`src/rtl/block_c_rr_merge.sv`:
```
// block_c_rr_merge: NUM_CH ready/valid inputs, each buffered in a DEPTH-entry FIFO, merged
// round-robin into one registered, channel-tagged output. Macro BLOCKC_MERGE_STATS_EN adds out_xfer_cnt.

module block_c_rr_merge_fifo #(
    parameter int DATA_W = 32,
    parameter int DEPTH  = 4
) (
    input  logic              clk,
    input  logic              rst_n,
    input  logic              i_vld,
    input  logic [DATA_W-1:0] i_data,
    input  logic              i_pop,
    output logic              o_rdy,
    output logic              o_nempty,
    output logic [DATA_W-1:0] o_data
);
    localparam int AW = $clog2(DEPTH);
    localparam int PW = AW + 1;

    logic [PW-1:0]     r_wr;
    logic [PW-1:0]     r_rd;
    logic [PW-1:0]     w_cnt;
    logic              w_push;
    logic              w_pop;
    logic [DATA_W-1:0] r_mem [DEPTH];

    // Ready comes only from registered pointers, so a pop this cycle cannot reopen a full FIFO
    assign w_cnt    = r_wr - r_rd;
    assign o_rdy    = (w_cnt != PW'(DEPTH));
    assign o_nempty = (w_cnt != '0);
    assign w_push   = i_vld & o_rdy;
    assign w_pop    = i_pop & o_nempty;
    assign o_data   = r_mem[r_rd[AW-1:0]];

    always_ff @(posedge clk or negedge rst_n) begin
        if (!rst_n) begin
            r_wr <= '0;
            r_rd <= '0;
        end else begin
            if (w_push) r_wr <= r_wr + PW'(1);
            if (w_pop)  r_rd <= r_rd + PW'(1);
        end
    end

    // Storage needs no reset: entries outside [rd, wr) are never read
    always_ff @(posedge clk) begin
        if (w_push) r_mem[r_wr[AW-1:0]] <= i_data;
    end
endmodule

module block_c_rr_merge #(
    parameter int DATA_W = 32,
    parameter int NUM_CH = 4,
    parameter int DEPTH  = 4
) (
    input  logic                       clk,
    input  logic                       rst_n,
    input  logic [NUM_CH-1:0]          in_vld,
    output logic [NUM_CH-1:0]          in_rdy,
    input  logic [NUM_CH*DATA_W-1:0]   in_data,
    output logic                       out_vld,
    input  logic                       out_rdy,
    output logic [DATA_W-1:0]          out_data,
    output logic [$clog2(NUM_CH)-1:0]  out_ch
`ifdef BLOCKC_MERGE_STATS_EN
    ,
    output logic [15:0]                out_xfer_cnt
`endif
);
    localparam int CW = $clog2(NUM_CH);

    logic [NUM_CH-1:0]             w_nempty;
    logic [NUM_CH-1:0]             w_pop;
    logic [NUM_CH-1:0][DATA_W-1:0] w_fdata;
    logic [CW-1:0]                 w_gnt;
    logic [CW-1:0]                 w_gnt_nxt;
    logic                          w_found;
    logic                          w_load;
    int                            w_idx;

    logic                          r_out_vld;
    logic [DATA_W-1:0]             r_out_data;
    logic [CW-1:0]                 r_out_ch;
    logic [CW-1:0]                 r_rr_ptr;

    for (genvar g = 0; g < NUM_CH; g++) begin : g_ch
        block_c_rr_merge_fifo #(
            .DATA_W (DATA_W),
            .DEPTH  (DEPTH)
        ) u_fifo (
            .clk      (clk),
            .rst_n    (rst_n),
            .i_vld    (in_vld[g]),
            .i_data   (in_data[g*DATA_W +: DATA_W]),
            .i_pop    (w_pop[g]),
            .o_rdy    (in_rdy[g]),
            .o_nempty (w_nempty[g]),
            .o_data   (w_fdata[g])
        );
    end

    // First non-empty channel at or after rr_ptr, wrapping modulo NUM_CH
    always_comb begin
        w_gnt   = '0;
        w_found = 1'b0;
        w_idx   = 0;
        for (int i = 0; i < NUM_CH; i++) begin
            w_idx = int'(r_rr_ptr) + i;
            if (w_idx >= NUM_CH) w_idx = w_idx - NUM_CH;
            if (!w_found && w_nempty[w_idx]) begin
                w_found = 1'b1;
                w_gnt   = CW'(w_idx);
            end
        end
    end

    assign w_load    = !r_out_vld | out_rdy;
    assign w_gnt_nxt = (w_gnt == CW'(NUM_CH - 1)) ? '0 : w_gnt + CW'(1);

    always_comb begin
        w_pop = '0;
        if (w_load && w_found) w_pop[w_gnt] = 1'b1;
    end

    always_ff @(posedge clk or negedge rst_n) begin
        if (!rst_n) begin
            r_out_vld  <= 1'b0;
            r_out_data <= '0;
            r_out_ch   <= '0;
            r_rr_ptr   <= '0;
        end else if (w_load) begin
            r_out_vld <= w_found;
            if (w_found) begin
                r_out_data <= w_fdata[w_gnt];
                r_out_ch   <= w_gnt;
                r_rr_ptr   <= w_gnt_nxt;
            end
        end
    end

    assign out_vld  = r_out_vld;
    assign out_data = r_out_data;
    assign out_ch   = r_out_ch;

`ifdef BLOCKC_MERGE_STATS_EN
    logic [15:0] r_xfer_cnt;

    always_ff @(posedge clk or negedge rst_n) begin
        if (!rst_n)
            r_xfer_cnt <= '0;
        else if (r_out_vld && out_rdy && r_xfer_cnt != 16'hFFFF)
            r_xfer_cnt <= r_xfer_cnt + 16'd1;
    end

    assign out_xfer_cnt = r_xfer_cnt;
`endif
endmodule

```
`config.mk`:
```
export PLATFORM = sky130hd
export DESIGN_NAME = block_c_rr_merge
export DESIGN_NICKNAME = d
export VERILOG_FILES = /design/src/rtl/block_c_rr_merge.sv
export SDC_FILE = /design/constraint.sdc
export NUM_CORES = 1
export LEC_CHECK = 0
export BUFFER_PORTS_ARGS = -buffer_cell sky130_fd_sc_hd__clkbuf_2
export CORE_MARGIN = 5
export CORE_UTILIZATION = 64
export DETAILED_ROUTE_END_ITERATION = 10
export GPL_TIMING_DRIVEN = 0
export PLACE_DENSITY_LB_ADDON = 0.1
export SLEW_MARGIN = 20
export SYNTH_ARGS = -nofsm -noshare
export SYNTH_HDL_FRONTEND = slang
export SYNTH_HIERARCHICAL = 1
export SYNTH_SLANG_ARGS = --single-unit
```
`constraint.sdc`:
```
create_clock -name clk -period 10.23 [get_ports clk]
set_input_delay 0.5115 -clock clk [delete_from_list [all_inputs] [get_ports clk]]
set_output_delay 0.5115 -clock clk [all_outputs]
set_load 0.02 [all_outputs]
```
==> results.yml, run 1 <==
clock_tree:
  cts.sink_count: 573
  postCtsResizedCells: 0
  cts_buffer_depth: 3
  postCtsHoldBufs: 1
  cts-root-buf: "sky130_fd_sc_hd__clkbuf_16"
  cts_tree: "built"
  h-tree-depth: 2
  tritoncts_buffers: 54
  worstSkewPairLatency_ps: 600
  clkSlewWorstSetupHoldPaths_ps: 60
  post_cts_buffers: 0
yosys:
  netlist.top_cell.by_area: "sky130_fd_sc_hd__edfxtp_1"
  synth.yosys.warnings: 6
  seq_area_frac_synth_pct: 73.8
  async_flop_share_pct: 10.6
  area_share_of_the_largest_cell_type_after_synthesis_pct: 67.2
  synth_top_cells_by_area: "sky130_fd_sc_hd__edfxtp_1, sky130_fd_sc_hd__mux4_2, sky130_fd_sc_hd__dfrtp_1, sky130_fd_sc_hd__a2111oi_2, sky130_fd_sc_hd__ha_1"
  synth.ff_latch_count: 573
  number_of_flops_mapped_to_enable_cells_by_yosys: 512
  synth.net_count: 1242
  synth.avg_cell_area_um2: 21.2
  synth_cells: 1079
  syn_area_mm2: 0.0229
  yosys.cell_types.count: 46
  synthFlopType: "sky130_fd_sc_hd__edfxtp_1"
run:
  cap_violations: 0
placed_design:
  numPortBuffers: 173
  place_ws_ps: 5730
  gp_congestion: 0.834
  hpwlAfterDp_mm: 33.3
routing:
  post-route-drc-count: 0
  drt_pass1_iterations: 5
  route.final.wire_length_mm: 47.7
  drtIter0Drc: 771
  avgViaCountPerCell: 6.16
  wire_per_inst_um: 26.0
  detailroute.via_count: 11295
  antenna_left: 0
status:
  outcome: "finished clean"
floorplanning:
  die_area_mm2: 0.0397
  chipWidth_um: 199
  rows: 69
  start_util_pct: 64.5
  die_height_um: 199
  floorplan.core_area_mm2: 0.0355
  io_pins: 174
cells_and_area:
  flow.area_growth_from_synthesis_pct: 16.2
  num-nets-final: 1492
  drive_gt1_share_pct: 36.7
  fillCellCount: 2012
hold_path:
  worstHoldPathCells: 1
  hold_crit_class: "input pin to register"
timing:
  worst_slew_pin_slew_ps: 895
  finalClockSkew_ps: 26.6
  timing.fmax_mhz: 215
  smallest_setup_slack_after_layout_ps: 5570
  totalNegativeSetupSlack_ps: 0
  hold_viol_final: 0
  setup_repair_after_global_routing_missed_its_margin: "no"
  finalCritPeriodShare_pct: 45.5
  slew_violations: 0
  setup_violations: 0
  period_minus_slack_ps: 4660
  max_slew_margin_pct: 40.3
grt:
  grt_start_max_net_pins: 54
  grt_util_all_layers_pct: 24.7
  antenna_found_initial: 6
  first_global_vias: 11714
  globalRoute.totalOverflow: 0
  grt_first_pass_wirelength_mm: 71.9
worst_setup_path:
  highest_net_fanout_along_the_worst_path: 10
  worst_setup_path_start_kind: "register"
  cp.arrival_ps: 5120
  critPathSlowestCell: "sky130_fd_sc_hd__buf_1"
  cpMostUsedCell: "sky130_fd_sc_hd__clkbuf_1"
  timing_worst_setup_path_type: "register to register"
  critical_path.cell_chain: "clkbuf_1 -> buf_1 -> inv_1 -> ha_1 -> nor2b_1 -> xnor2_4 -> or2_2 -> nor4_2 -> a21o_1 -> buf_2 -> clkbuf_1 -> nor3_1 -> o21ai_2 -> mux2_1"
  worstRegToRegCells: 14
  end_kind: "register"
  cpPeakStageDelay_ps: 610
  worst_ep_required_time_ps: 10700
power_and_ir_drop:
  irDropWorstVdd_mv: 0.217
  total_leakage_power_nw: 9.26
  powerDensity_mw_per_mm2: 337
==> worst max-delay path: cells and delay by family, from the launching register on <==
family                     cells  cell delay [ps]
muxes                          1              340
DFF                            1              350
AOI/OAI and AO/OA              2              290
adders and majority gates      1              210
buffers and inverters          5             1890
xor gates and xnor gates       1              170
and+or+nand+nor                4             1270
==> registers in the layout, summed over array words and instances (netlist names) <==
register	cells
g_ch.u_fifo/r_wr	12
out_ch	2
out_data	32
g_ch.u_fifo/r_rd	12
g_ch.u_fifo/r_mem	512
out_vld	1
r_rr_ptr	2
==> where the power goes <==
group	internal [mW]	leakage, nW	switching (mW)	total (mW)
Clock	1.13	0.844	0.811	1.94
Sequential	3.22	5.39	0.212	3.43
Combinational	1.51	3.03	2.08	3.59
Total	5.85	9.26	3.10	8.96
==> layout make-up <==
cell class	count	area, um2	share of cell area [%]
clock buffers	78	1550	5.84
diodes	3	7.51	0.0282
inverters	17	63.8	0.240
well taps	461	577	2.17
multi-input cells	430	5670	21.3
clock inverters	20	175	0.659
repair buffers	194	1340	5.04
plain buffers	59	312	1.17
flip-flops and latches	573	16900	63.5
==> per-stage QoR <==
stage | hold slack [ps] | utilization, % | power, mW | cell area (um2) | cells
finish | 133 | 75.0 | 8.96 | 26600 | 1835
global route | 105 | 74.9 | 9.42 | 26600 | 1833
CTS | 96.8 | 74.9 | 9.05 | 26600 | 1832
detailed placement | 395 | 70.0 | 7.10 | 24900 | 1733
global placement | 496 | 68.6 | 6.87 | 24300 | 1713
floorplan | 216 | - | 5.91 | 22900 | 1079
==> path summary, 6_finish.rpt <==
kind,start,to,slack [ps]
max reg2reg,g_ch[0].u_fifo/r_rd[1],g_ch[2].u_fifo/r_rd[1],5570
min,in_data[58],g_ch[1].u_fifo/r_mem[0][26],130
max in group asynchronous,rst_n,g_ch[3].u_fifo/r_wr[1],9350
min in group asynchronous,rst_n,g_ch[1].u_fifo/r_wr[1],320
min reg2reg,out_ch[1],out_ch[1],520
max,g_ch[0].u_fifo/r_rd[1],g_ch[2].u_fifo/r_rd[1],5570
==> Yosys cell counts (3+ instances only) <==
cell type / n
sky130_fd_sc_hd__mux2i_1: 33
sky130_fd_sc_hd__nand2_1: 16
sky130_fd_sc_hd__clkbuf_1: 25
sky130_fd_sc_hd__a211oi_1: 29
sky130_fd_sc_hd__a31oi_4: 4
sky130_fd_sc_hd__a2111oi_0: 6
sky130_fd_sc_hd__edfxtp_1: 512
sky130_fd_sc_hd__nand3_1: 5
sky130_fd_sc_hd__xor2_1: 5
sky130_fd_sc_hd__inv_1: 17
sky130_fd_sc_hd__mux2_1: 4
sky130_fd_sc_hd__nor2_1: 35
sky130_fd_sc_hd__buf_2: 23
sky130_fd_sc_hd__and2_1: 13
sky130_fd_sc_hd__o211ai_1: 4
sky130_fd_sc_hd__xnor2_2: 4
sky130_fd_sc_hd__dfrtp_1: 61
sky130_fd_sc_hd__ha_1: 28
sky130_fd_sc_hd__a31oi_2: 4
sky130_fd_sc_hd__and3_1: 32
sky130_fd_sc_hd__xnor2_1: 12
sky130_fd_sc_hd__a2111oi_2: 24
sky130_fd_sc_hd__nor2b_1: 7
sky130_fd_sc_hd__a211oi_2: 3
sky130_fd_sc_hd__o21ai_2: 4
sky130_fd_sc_hd__or2_2: 4
sky130_fd_sc_hd__mux2_4: 4
sky130_fd_sc_hd__buf_6: 8
sky130_fd_sc_hd__xnor2_4: 4
sky130_fd_sc_hd__mux4_2: 128
==> placed cells by master (no fill, tap or decap), drive strengths merged, types with 20 or more instances in the layout <==
master   instances
xnor2           20
edfxtp         512
clkbuf         277
a211oi          32
nor2            35
mux2i           33
buf             53
a2111oi         32
and3            32
dfrtp           61
ha              28
mux4           128
==> cells by family (layout without fill, tap and decap cells) <==
family	count (synthesis)	count (layout)	synth area share, %
AO/OA/AOI/OAI	89	89	4.37
buffers and inverters	76	368	1.64
other	0	3	0
AND/OR/NAND/NOR	119	119	2.73
multiplexers	169	169	14.5
flip-flops	573	573	73.8
XOR/XNOR	25	25	1.42
adder cells (fa/ha/maj)	28	28	1.53
==> per-layer routing <==
| metal | up-vias | global-route usage, % | part of all wire (%) |
|---|---|---|---|
| met4 | 8 | 5.75 | 1.9 |
| met3 | 67 | 6.47 | 7.3 |
| li1 | 4971 | - | - |
| met1 | 5914 | 36.9 | 42 |
| met5 | - | 0 | 0.12 |
| met2 | 335 | 38.0 | 49 |
No activity file was read; power rests on OpenSTA's default activity.
==> run 2, diff against run 1 <==
--- a/config.mk
+++ b/config.mk
@@ -7,7 +7,7 @@
 export LEC_CHECK = 0
 export BUFFER_PORTS_ARGS = -buffer_cell sky130_fd_sc_hd__clkbuf_2
 export CORE_MARGIN = 5
-export CORE_UTILIZATION = 64
+export CORE_UTILIZATION = 54
 export DETAILED_ROUTE_END_ITERATION = 10
 export GPL_TIMING_DRIVEN = 0
 export PLACE_DENSITY_LB_ADDON = 0.1
==> constraint.sdc (replaced) <==
create_clock -name clk -period 4.04 [get_ports clk]
set_input_delay 0.202 -clock clk [delete_from_list [all_inputs] [get_ports clk]]
set_output_delay 0.202 -clock clk [all_outputs]
set_load 0.02 [all_outputs]
==> run 2 against run 1 <==
Effect of this change:
- clock skew shrank 10 ps
- clock power grew to 2.6 times the previous value
- clock-buffer cell count up 1
- die area up 18%
- worst setup slack worse by 5400 ps
- first-iteration DRC count increased by 22%
- total power rose to 2.6 times the previous value
- critical path type unchanged
- largest cell class unchanged
- largest power group unchanged
==> results.yml, run 2 (synthesis results as in run 1) <==
worst_setup_path:
  worst_setup_path_start_kind: "register"
  cp.arrival_ps: 4350
  worst_ep_required_time_ps: 4510
  timing_worst_setup_path_type: "register to register"
  end_kind: "register"
  highest_net_fanout_along_the_worst_path: 10
  worstRegToRegCells: 13
clock_tree:
  cts_buffer_depth: 3
  cts.sink_count: 573
  tritoncts_buffers: 57
  cts_tree: "built"
  clkSlewWorstSetupHoldPaths_ps: 60
  post_cts_buffers: 0
  cts-root-buf: "sky130_fd_sc_hd__clkbuf_16"
  worstSkewPairLatency_ps: 600
  h-tree-depth: 2
cells_and_area:
  finish.cell_count_without_fillers: 2048
  most-common-layout-cells: "sky130_fd_sc_hd__edfxtp_1, sky130_fd_sc_hd__clkbuf_2, sky130_fd_sc_hd__dlygate4sd3_1, sky130_fd_sc_hd__mux4_2, sky130_fd_sc_hd__clkbuf_16"
  flow.area_growth_from_synthesis_pct: 22.6
  drive_gt1_share_pct: 34.2
  stdcell_area_mm2: 0.0281
  largest_register_ff_count: 512
  most_common_library_cell_in_the_layout_ignoring_fill_and_taps: "sky130_fd_sc_hd__edfxtp_1"
  num-nets-final: 1623
timing:
  setup_repair_after_global_routing_missed_its_margin: "no"
  hold_viol_final: 0
  slew_violations: 0
  setup_violations: 0
  finalCritPeriodShare_pct: 95.9
  worst_slew_pin_slew_ps: 919
  period_minus_slack_ps: 3880
  smallest_setup_slack_after_layout_ps: 164
  timing.fmax_mhz: 258
  max_slew_margin_pct: 38.7
  finalClockSkew_ps: 16.3
  totalNegativeSetupSlack_ps: 0
placed_design:
  numPortBuffers: 173
  place_ws_ps: -497
  gp_congestion: 0.780
  place.detailed.instances: 1811
  hpwlAfterDp_mm: 34.4
  dpl-instance-area_mm2: 0.0249
power_and_ir_drop:
  powerDensity_mw_per_mm2: 820
  post-layout-total-power_mw: 23.0
  irDropWorstVdd_mv: 0.433
  total_leakage_power_nw: 9.84
grt:
  globalRoute.totalOverflow: 0
  grt_first_pass_wirelength_mm: 76.3
  antenna_found_initial: 3
  grt_start_max_net_pins: 50
  grt_util_all_layers_pct: 21.7
  first_global_vias: 12444
run:
  cap_violations: 0
floorplanning:
  rows: 75
  chipWidth_um: 216
  die_area_mm2: 0.0466
  start_util_pct: 54.6
  floorplan.core_area_mm2: 0.0419
  io_pins: 174
  die_height_um: 216
routing:
  drt_pass1_iterations: 5
  wire_per_inst_um: 24.5
  drtIter0Drc: 938
  route.final.wire_length_mm: 50.2
  antenna_left: 0
  avgViaCountPerCell: 5.72
  detailroute.via_count: 11723
  post-route-drc-count: 0
status:
  outcome: "finished clean"
hold_path:
  worstHoldPathCells: 4
  hold_crit_class: "input pin to register"
run 2: cell types whose count changed in the layout (fill, tap and decap cells not counted), sizes merged:
cell / change
diode: -1
clkinvlp: -1
dlygate4sd3: +132
clkinv: +7
clkbuf: -3
bufinv: +1
run 2: critical path: stages (launching register included):
cell	delay, ps
sky130_fd_sc_hd__dfrtp_2	480
sky130_fd_sc_hd__buf_2	320
sky130_fd_sc_hd__inv_1	80
sky130_fd_sc_hd__ha_1	180
sky130_fd_sc_hd__nor2b_1	290
sky130_fd_sc_hd__xnor2_4	160
sky130_fd_sc_hd__or2_2	370
sky130_fd_sc_hd__nor3b_1	170
sky130_fd_sc_hd__or4_4	530
sky130_fd_sc_hd__buf_6	170
sky130_fd_sc_hd__buf_6	160
sky130_fd_sc_hd__nor3_1	370
sky130_fd_sc_hd__o21ai_2	130
sky130_fd_sc_hd__mux2_1	330
run 2: metrics by stage:
| step | hold WS (ps) | utilization, % |
|---|---|---|
| floorplan | -93.6 | - |
| global route | 57.8 | 66.9 |
| finish | 41.2 | 66.9 |
| detailed placement | 128 | 59.4 |
| global placement | 418 | 58.2 |
| CTS | 3.12 | 66.9 |
run 2: path summary, 6_finish.rpt:
check	end	from	slack, ps
min reg2reg	g_ch[3].u_fifo/r_wr[2]	g_ch[3].u_fifo/r_wr[2]	520
min	g_ch[0].u_fifo/r_wr[0]	in_vld[0]	40
min in group asynchronous	out_data[25]	rst_n	50
max in group asynchronous	g_ch[2].u_fifo/r_rd[1]	rst_n	3420
max	g_ch[2].u_fifo/r_rd[1]	g_ch[0].u_fifo/r_rd[1]	160
max reg2reg	g_ch[2].u_fifo/r_rd[1]	g_ch[0].u_fifo/r_rd[1]	160
run 2: repair_timing:
action                                  in CTS  in global routing
gates resized for setup                      7                  9
gates cloned                                 0                  0
hold buffers                               133                  0
endpoints found under the hold margin      577                  0
endpoints found under the setup margin      45                 26
run 2: power by group:
group          total (mW)  switching (mW)  internal [mW]  leakage [nW]
Combinational        9.16            5.28           3.88          3.58
Sequential           8.76           0.602           8.16          5.38
Clock                5.08            2.13           2.96         0.878
Total                23.0            8.00           15.0          9.84
run 2: layout make-up:
cell class,count,area [um2]
tap,539,674
multi-input combinational,430,5670
fill,2808,13900
sequential,573,16900
clock buffer,79,1570
antenna,2,5.00
inverter,17,63.8
timing repair buffer,326,2640
clock inverter,27,226
buffer,55,310
run 2: layer usage:
metal  part of all wire, %  up-vias  track usage [%]
met5                 0.014        -                0
met4                   2.1        2             5.62
met3                   4.9       76             3.83
met2                    49      301             35.0
met1                    44     6107             31.3
li1                      -     5237                -
